File: config.mk
export PLATFORM = sky130hd
export DESIGN_NAME = dot_accum_ctrl
export DESIGN_NICKNAME = d
export VERILOG_FILES = /design/src/rtl/dot_accum_ctrl.sv
export SDC_FILE = /design/constraint.sdc
export NUM_CORES = 1
export LEC_CHECK = 0
export CELL_PAD_IN_SITES_DETAIL_PLACEMENT = 1
export CELL_PAD_IN_SITES_GLOBAL_PLACEMENT = 2
export CORE_MARGIN = 10
export CORE_UTILIZATION = 31
export DETAILED_ROUTE_END_ITERATION = 10
export PLACE_DENSITY = 0.95
export SLEW_MARGIN = 10
export SYNTH_ARGS = -nofsm -noshare
export SYNTH_HDL_FRONTEND = slang
export SYNTH_SLANG_ARGS = --single-unit
export TNS_END_PERCENT = 50
File: constraint.sdc
create_clock -name clk -period 4.7 [get_ports clk]
set_input_delay 0.47 -clock clk [delete_from_list [all_inputs] [get_ports clk]]
set_output_delay 0.47 -clock clk [all_outputs]
set_load 0.05 [all_outputs]
File: src/rtl/dot_accum_ctrl.sv
// Feeds beats of a vector into a fixed-latency dot-product engine and accumulates
// the per-beat engine results into one signed sum per vector, with a valid/ready output.
module dot_accum_ctrl #(
  parameter  int SIZEA  = 4,
  parameter  int SIZEB  = 4,
  parameter  int DOT    = 16,
  parameter  int LAT    = 5,
  parameter  int MAXLEN = 64,
  localparam int PW     = $clog2(DOT) + SIZEA + SIZEB - 1,
  localparam int ACCW   = PW + $clog2(MAXLEN),
  localparam int LW     = $clog2(MAXLEN + 1)
) (
  input  logic                   clk,
  input  logic                   rst_n,
  input  logic [LW-1:0]          cfg_len,
  input  logic                   in_valid,
  output logic                   in_ready,
  input  logic [SIZEA*DOT-1:0]   in_a,
  input  logic [SIZEB*DOT-1:0]   in_b,
  output logic [SIZEA*DOT-1:0]   eng_a,
  output logic [SIZEB*DOT-1:0]   eng_b,
  input  logic signed [PW-1:0]   eng_dout,
  output logic                   out_valid,
  input  logic                   out_ready,
  output logic signed [ACCW-1:0] out_data,
  output logic [15:0]            out_idx,
  output logic                   busy
);

  typedef enum logic {ST_HOLD, ST_RUN} state_t;

  state_t                 state_q;
  logic [LW-1:0]          cnt_q, cnt_d, len_q, len_d;
  logic [LAT:0]           tv_q, tf_q, tl_q;
  logic [LAT:0]           tv_d, tf_d, tl_d;
  logic signed [ACCW-1:0] acc_q, acc_d, out_data_q, out_data_d;
  logic                   acc_act_q, acc_act_d;
  logic                   out_valid_q, out_valid_d;
  logic [15:0]            idx_q, idx_d;
  logic [SIZEA*DOT-1:0]   eng_a_q;
  logic [SIZEB*DOT-1:0]   eng_b_q;

  logic [LW-1:0]          cfg_eff, cur_len;
  logic                   first_beat, next_last, last_in_flight, accept;
  logic                   emerge_v, emerge_f, emerge_l;
  logic signed [ACCW-1:0] dout_ext, sum;

  always_comb begin
    if (cfg_len == '0)                cfg_eff = LW'(1);
    else if (cfg_len > LW'(MAXLEN))   cfg_eff = LW'(MAXLEN);
    else                              cfg_eff = cfg_len;
  end

  assign first_beat     = (cnt_q == '0);
  assign cur_len        = first_beat ? cfg_eff : len_q;
  assign next_last      = (cnt_q == cur_len - LW'(1));
  assign last_in_flight = |(tv_q & tl_q);

  // A last beat is only admitted when its result is guaranteed a free output slot.
  assign in_ready = (state_q == ST_RUN) &&
                    !(next_last && (last_in_flight || (out_valid_q && !out_ready)));
  assign accept   = in_valid && in_ready;

  assign emerge_v = tv_q[LAT];
  assign emerge_f = tf_q[LAT];
  assign emerge_l = tl_q[LAT];
  assign dout_ext = ACCW'(eng_dout);
  assign sum      = emerge_f ? dout_ext : acc_q + dout_ext;

  always_comb begin
    cnt_d       = cnt_q;
    len_d       = len_q;
    acc_d       = acc_q;
    acc_act_d   = acc_act_q;
    out_valid_d = out_valid_q;
    out_data_d  = out_data_q;
    idx_d       = idx_q;
    tv_d        = {tv_q[LAT-1:0], accept};
    tf_d        = {tf_q[LAT-1:0], accept && first_beat};
    tl_d        = {tl_q[LAT-1:0], accept && next_last};

    if (accept) begin
      if (first_beat) len_d = cfg_eff;
      cnt_d = next_last ? '0 : cnt_q + LW'(1);
    end

    if (out_valid_q && out_ready) begin
      out_valid_d = 1'b0;
      idx_d       = idx_q + 16'd1;
    end

    if (emerge_v) begin
      if (emerge_l) begin
        out_data_d  = sum;
        out_valid_d = 1'b1;
        acc_d       = '0;
        acc_act_d   = 1'b0;
      end else begin
        acc_d       = sum;
        acc_act_d   = 1'b1;
      end
    end
  end

  always_ff @(posedge clk or negedge rst_n) begin
    if (!rst_n) begin
      state_q     <= ST_HOLD;
      cnt_q       <= '0;
      len_q       <= LW'(1);
      tv_q        <= '0;
      tf_q        <= '0;
      tl_q        <= '0;
      acc_q       <= '0;
      acc_act_q   <= 1'b0;
      out_valid_q <= 1'b0;
      out_data_q  <= '0;
      idx_q       <= '0;
      eng_a_q     <= '0;
      eng_b_q     <= '0;
    end else begin
      state_q     <= ST_RUN;
      cnt_q       <= cnt_d;
      len_q       <= len_d;
      tv_q        <= tv_d;
      tf_q        <= tf_d;
      tl_q        <= tl_d;
      acc_q       <= acc_d;
      acc_act_q   <= acc_act_d;
      out_valid_q <= out_valid_d;
      out_data_q  <= out_data_d;
      idx_q       <= idx_d;
      if (accept) begin
        eng_a_q <= in_a;
        eng_b_q <= in_b;
      end
    end
  end

  assign eng_a     = eng_a_q;
  assign eng_b     = eng_b_q;
  assign out_valid = out_valid_q;
  assign out_data  = out_data_q;
  assign out_idx   = idx_q;
  assign busy      = (|tv_q) || acc_act_q || out_valid_q;

  assert property (@(posedge clk) disable iff (!rst_n)
                   !(emerge_v && emerge_l && out_valid_q && !out_ready))
    else $error("result arrived while previous result still held");

endmodule

=== Yosys cells after proc, flatten, opt, wreduce, memory -nomap -nowiden ===
Index checks and enable logic that the tools add are counted.

* Bits in registers: 213
* Input port bits: 150
* Output and inout port bits: 164
* Logic and storage cells: 47

* Add/subtract/negate cells: 4
* Magnitude comparators: 1
* Equality and inequality tests: 1
* Muxes and demuxes: 10
* Bitwise logic cells: 1
* Reduce and logical (&&, ||, !) cells: 17

{| class="wikitable"
|+ Operators with widths
! cell !! number
|-
| 2-to-1 mux 17 bit || 2
|-
| 2-to-1 mux 7 bit || 4
|-
| adder 17 x 11 -> 17 bit || 1
|-
| adder 16 x 1 -> 16 bit (second input constant) || 1
|-
| zero test 7 bit || 2
|-
| OR reduction 6 bit || 2
|-
| adder 7 x 1 -> 7 bit (second input constant) || 1
|-
| equality test 7 bit || 1
|-
| > comparator 7 bit (second input constant) || 1
|-
| logical AND 1 bit || 7
|-
| subtractor 7 x 1 -> 7 bit (second input constant) || 1
|-
| AND 6 bit || 1
|-
| 2-to-1 mux 1 bit || 4
|-
| logical OR 1 bit || 3
|-
| zero test 1 bit || 2
|-
| AND reduction 2 bit || 1
|}

=== Longest topological paths before layout ===
* Depth in word-level cells: 11
* Depth in mapped cells: 15
* Gate-level depth less buffers: 13

=== Worst setup path before layout ===
OpenSTA, ideal clock, no wires.

* Path kind: register to output
* From: reg cnt_q[2]
* To: out in_ready
* Arrival: 3.335 ns
* Required time: 4.230 ns
* Slack: 0.895 ns
* Cell stages (with the launch flop): 13
* Buffers on the path: 1
* Path through: dfrtp_1 > or4_1 > buf_2 > nor2_4 > and3_1 > a21oi_1 > ha_1 > xor2_1 > nand3_1 > o31ai_1 > nand2_1 > nor2_1 > a21boi_0

* Word-level cells in the longest chain between the ends: 7

{| class="wikitable"
|+ Ends and longest elaborated chain
! element !! line !! source
|-
| start, declared || 33 || <nowiki>logic [LW-1:0] cnt_q, cnt_d, len_q, len_d;</nowiki>
|-
| start signal, assigned || 122 || <nowiki>cnt_q <= cnt_d;</nowiki>
|-
| zero test 7 bit || 54 || <nowiki>assign first_beat = (cnt_q == '0);</nowiki>
|-
| 2-to-1 mux 7 bit || n/a ||
|-
| subtractor 7 x 1 -> 7 bit || 56 || <nowiki>assign next_last = (cnt_q == cur_len - LW'(1));</nowiki>
|-
| equality test 7 bit * || 56 ||
|-
| logical AND 1 bit * || 61 || <nowiki>!(next_last && (last_in_flight || (out_valid_q && !out_ready)));</nowiki>
|-
| zero test 1 bit * || 61 ||
|-
| logical AND 1 bit * || 60 || <nowiki>assign in_ready = (state_q == ST_RUN) &&</nowiki>
|-
| end, declared || 17 || <nowiki>output logic in_ready,</nowiki>
|}

Mark *: on every way between the ends. The rest lies on a longest branch, timed or not.

=== Worst setup path after layout ===
Ends and elaborated chain as after synthesis.

==> impl_metrics.ini <==
[clock_network]
cts_hold_buffers = 0
root_buffer = clkbuf_16
clock-sinks = 213
cts_tree = built
cts_buffers = 26
postCtsSetupBuffers = 0
clk_path_buf_depth = 3
clkSlewWorstSetupHoldPaths_ps = 60
clk-insertion-delay-late_ps = 530
ctsHtreeMaxLevel = 1
postCtsResizedCells = 0

[route]
vias_per_cell = 4.76
vias = 6921
final_antenna_net_count = 0
drc_errors = 0
drt-initial-drc-count = 259
routedWlPerCell_um = 19.8
wl_um = 28700
first_pass_iters = 5

[place]
place_ws_ps = 735
io_buffer_count = 313
place_hpwl_um = 21200
routabilityCongestion = 0.811

[setup_path]
startpoint_type = register
slowest_delay_ps = 720
crit_path_max_fanout = 8
worstPathRequired_ps = 4230
reg2reg_slack_ps = 970
arrival_ps = 3770
critPathCaptureType = output pin
critPathSlowestCell = or4_1
critPathTopFamily = simple AND/OR/NAND/NOR gates
path_class = reg2out
path_buf_inv = 1
cp_cell_sequence = or4_1, nor2_4, and3_1, a21oi_1, ha_1, xor2_1, o31ai_1, nand2_1, nor2_1, a21boi_0, buf_4

[cells_and_area]
final_core_util_pct = 46.5
areaGrowthSynthToFinish_pct = 48.9
diodes = 0
fin_nets = 1216
fillers = 3099
drive_gt1_share_pct = 11.6
layout_commonest_cell = clkdlybuf4s50_1
final_cell_mix = 311 x clkdlybuf4s50_1, 212 x dfrtp_1, 67 x mux2_1, 67 x mux2_2, 39 x nand2_1

[synth]
synth_area_leaders = dfrtp_1 58%, mux2_1 8.2%, mux2_2 8.2%
yosys_warnings = 0
synth_top_area_share_pct = 57.7
synth_cells = 727
synth_edf_count = 0
ys_ff_latch = 213
yosys.area.top_type = dfrtp_1
ys_seq_area_share_pct = 57.9
syn_avg_cell_area_sq_um = 12.7
synth_fp_nets = 898
synth_flop_cell = dfrtp_1
syn_area_sq_um = 9200
ys_async_sr_fraction_pct = 100
synth_cell_types = 55

[pwr]
clock_power_share_pct = 33.2
leakagePower_nw = 5.78
p_seq_share_pct = 33.9
intPower_w = 0.00436
cellPowerDensity_nw_per_um2 = 483
p_comb_share_pct = 32.9
swShare_pct = 34.2
irDropWorstVdd_uv = 273
power.switching_w = 0.00226

[sta]
final_hold_viol_count = 0
maxSlewHeadroom_pct = 34.4
clock.fmax_ghz = 0.236
slew_viol_final = 0
fin_ws_ps = 460
rsz0062_at_grt = no
setup_viol = 0
fin_tns_setup_ps = 0
fin_skew_ps = 17.4
period_share_pct = 90.2
tightest_slew_ps = 985
period_minus_slack_ps = 4240

[global_routing]
grt-ovfl-total = 0
antenna_found_initial = 0
first_global_vias = 7721
grt_max_degree = 118
grt_pass1_wl_um = 44700
grtUsageTotal_pct = 15.1

[floorplan]
top_level_ports = 314
die_y_um = 192
die-area_sq_um = 37000
die_w_um = 192
num_rows = 63
initial_core_util_pct = 31.2
core_sq_um = 29500

[hold_path]
min_path_type = in2async

[flow_run]
drv_cap = 0

[outcome]
status = finished clean
-- routing by layer --
| metal | track usage (%) | up-vias | wire (um) | part of all wire, % |
|---|---|---|---|---|
| met5 | 0 | - | 0 | 0 |
| met4 | 3.88 | 0 | 670 | 2.3 |
| met3 | 3.42 | 41 | 1450 | 5.0 |
| met2 | 28.0 | 142 | 15700 | 55 |
| met1 | 17.0 | 3513 | 10900 | 38 |
| li1 | - | 3225 | - | - |
-- synth_stat cells, types with 3 or more instances --
| master | count |
|---|---|
| nand2_1 | 39 |
| inv_1 | 29 |
| o22ai_1 | 20 |
| buf_4 | 7 |
| mux2i_1 | 7 |
| o21ai_0 | 30 |
| nand2b_1 | 5 |
| o21a_1 | 6 |
| and2_1 | 3 |
| a31oi_1 | 6 |
| o31ai_1 | 4 |
| dfrtp_1 | 212 |
| mux2_1 | 67 |
| a211oi_1 | 3 |
| o21bai_1 | 7 |
| and3_1 | 8 |
| ha_1 | 20 |
| nand4_1 | 6 |
| nor3_1 | 10 |
| xor2_1 | 10 |
| or4_1 | 3 |
| a221oi_1 | 3 |
| nor4_1 | 4 |
| clkbuf_1 | 14 |
| mux2_2 | 67 |
| a21o_1 | 4 |
| nor2_1 | 28 |
| xnor2_1 | 24 |
| nor2b_1 | 3 |
| a21oi_1 | 27 |
| o221ai_1 | 3 |
| buf_2 | 8 |
| nand3_1 | 16 |
-- kinds of logic (layout without fill, tap and decap cells) --
kind of cell,after synthesis,count (layout),synth area share [%]
DFF,213,213,57.9
muxes,141,141,17.2
xor gates and xnor gates,34,34,3.24
other,1,1,0.0408
and+or+nand+nor,130,130,6.96
adders and majority gates,21,21,2.94
buffers and inverters,60,398,2.92
AOI/OAI and AO/OA,127,127,8.79
-- worst reg2reg max path: stages (launching register included) --
cell and delay [ps]:
dfrtp_1 430, inv_1 120, ha_1 190, nor2b_1 380, nand2_1 200, a32oi_1 340, ha_1 310, xor2_1 150
and4_1 230, a31oi_4 310, buf_4 520, mux2_1 410
-- sequential cells by signal (all words and copies together) (netlist names) --
name and count:
acc_q 17, cnt_q 7, eng_b 64, len_q 7, out_data 17, state_q 1
out_valid 1, out_idx 16, tl_q 6, eng_a 64, acc_act_q 1, tf_q 6
tv_q 6
-- metrics by stage --
stage / hold WS (ps) / total power (W) / area, sq um / std cells
after floorplan: 174 / 0.00368 / 9200 / 727
after global routing: 117 / 0.00699 / 13700 / 1455
after global placement: 336 / 0.00440 / 12800 / 1407
after CTS: 71.0 / 0.00673 / 13700 / 1455
after detailed placement: 336 / 0.00446 / 12800 / 1407
final: 61.4 / 0.00662 / 13700 / 1455
-- power by group through the flow --
stage          combinational [W]  clock [W]  sequential [W]
3_5_place_dp             0.00219          0         0.00228
3_3_place_gp             0.00214          0         0.00226
5_1_grt                  0.00235    0.00236         0.00228
4_1_cts                  0.00220    0.00228         0.00225
6_report                 0.00218    0.00220         0.00225
2_1_floorplan           0.000845          0         0.00284
-- area by class of cell --
class / count / area [sq um] / area share [%]
Clock buffer: 39 / 771 / 5.63
Timing Repair Buffer: 321 / 3220 / 23.5
Inverter: 29 / 109 / 0.795
Sequential cell: 213 / 5330 / 38.9
Multi-Input combinational cell: 454 / 3610 / 26.3
Clock inverter: 9 / 173 / 1.26
Tap cell: 390 / 488 / 3.56
-- worst paths after layout --
kind	cells after the start	end	from
max	11	in_ready	cnt_q[2]$_DFFE_PN0P_
min	1	out_idx[15]$_DFFE_PN0P_	rst_n
max reg2reg	11	eng_a[23]$_DFFE_PN0P_	cnt_q[0]$_DFFE_PN0P_
min reg2reg	0	tf_q[1]$_DFF_PN0_	tf_q[0]$_DFF_PN0_
max in group asynchronous	2	len_q[4]$_DFFE_PN0P_	rst_n
min in group clk	0	tf_q[1]$_DFF_PN0_	tf_q[0]$_DFF_PN0_
(Power assumes the default switching activity.)
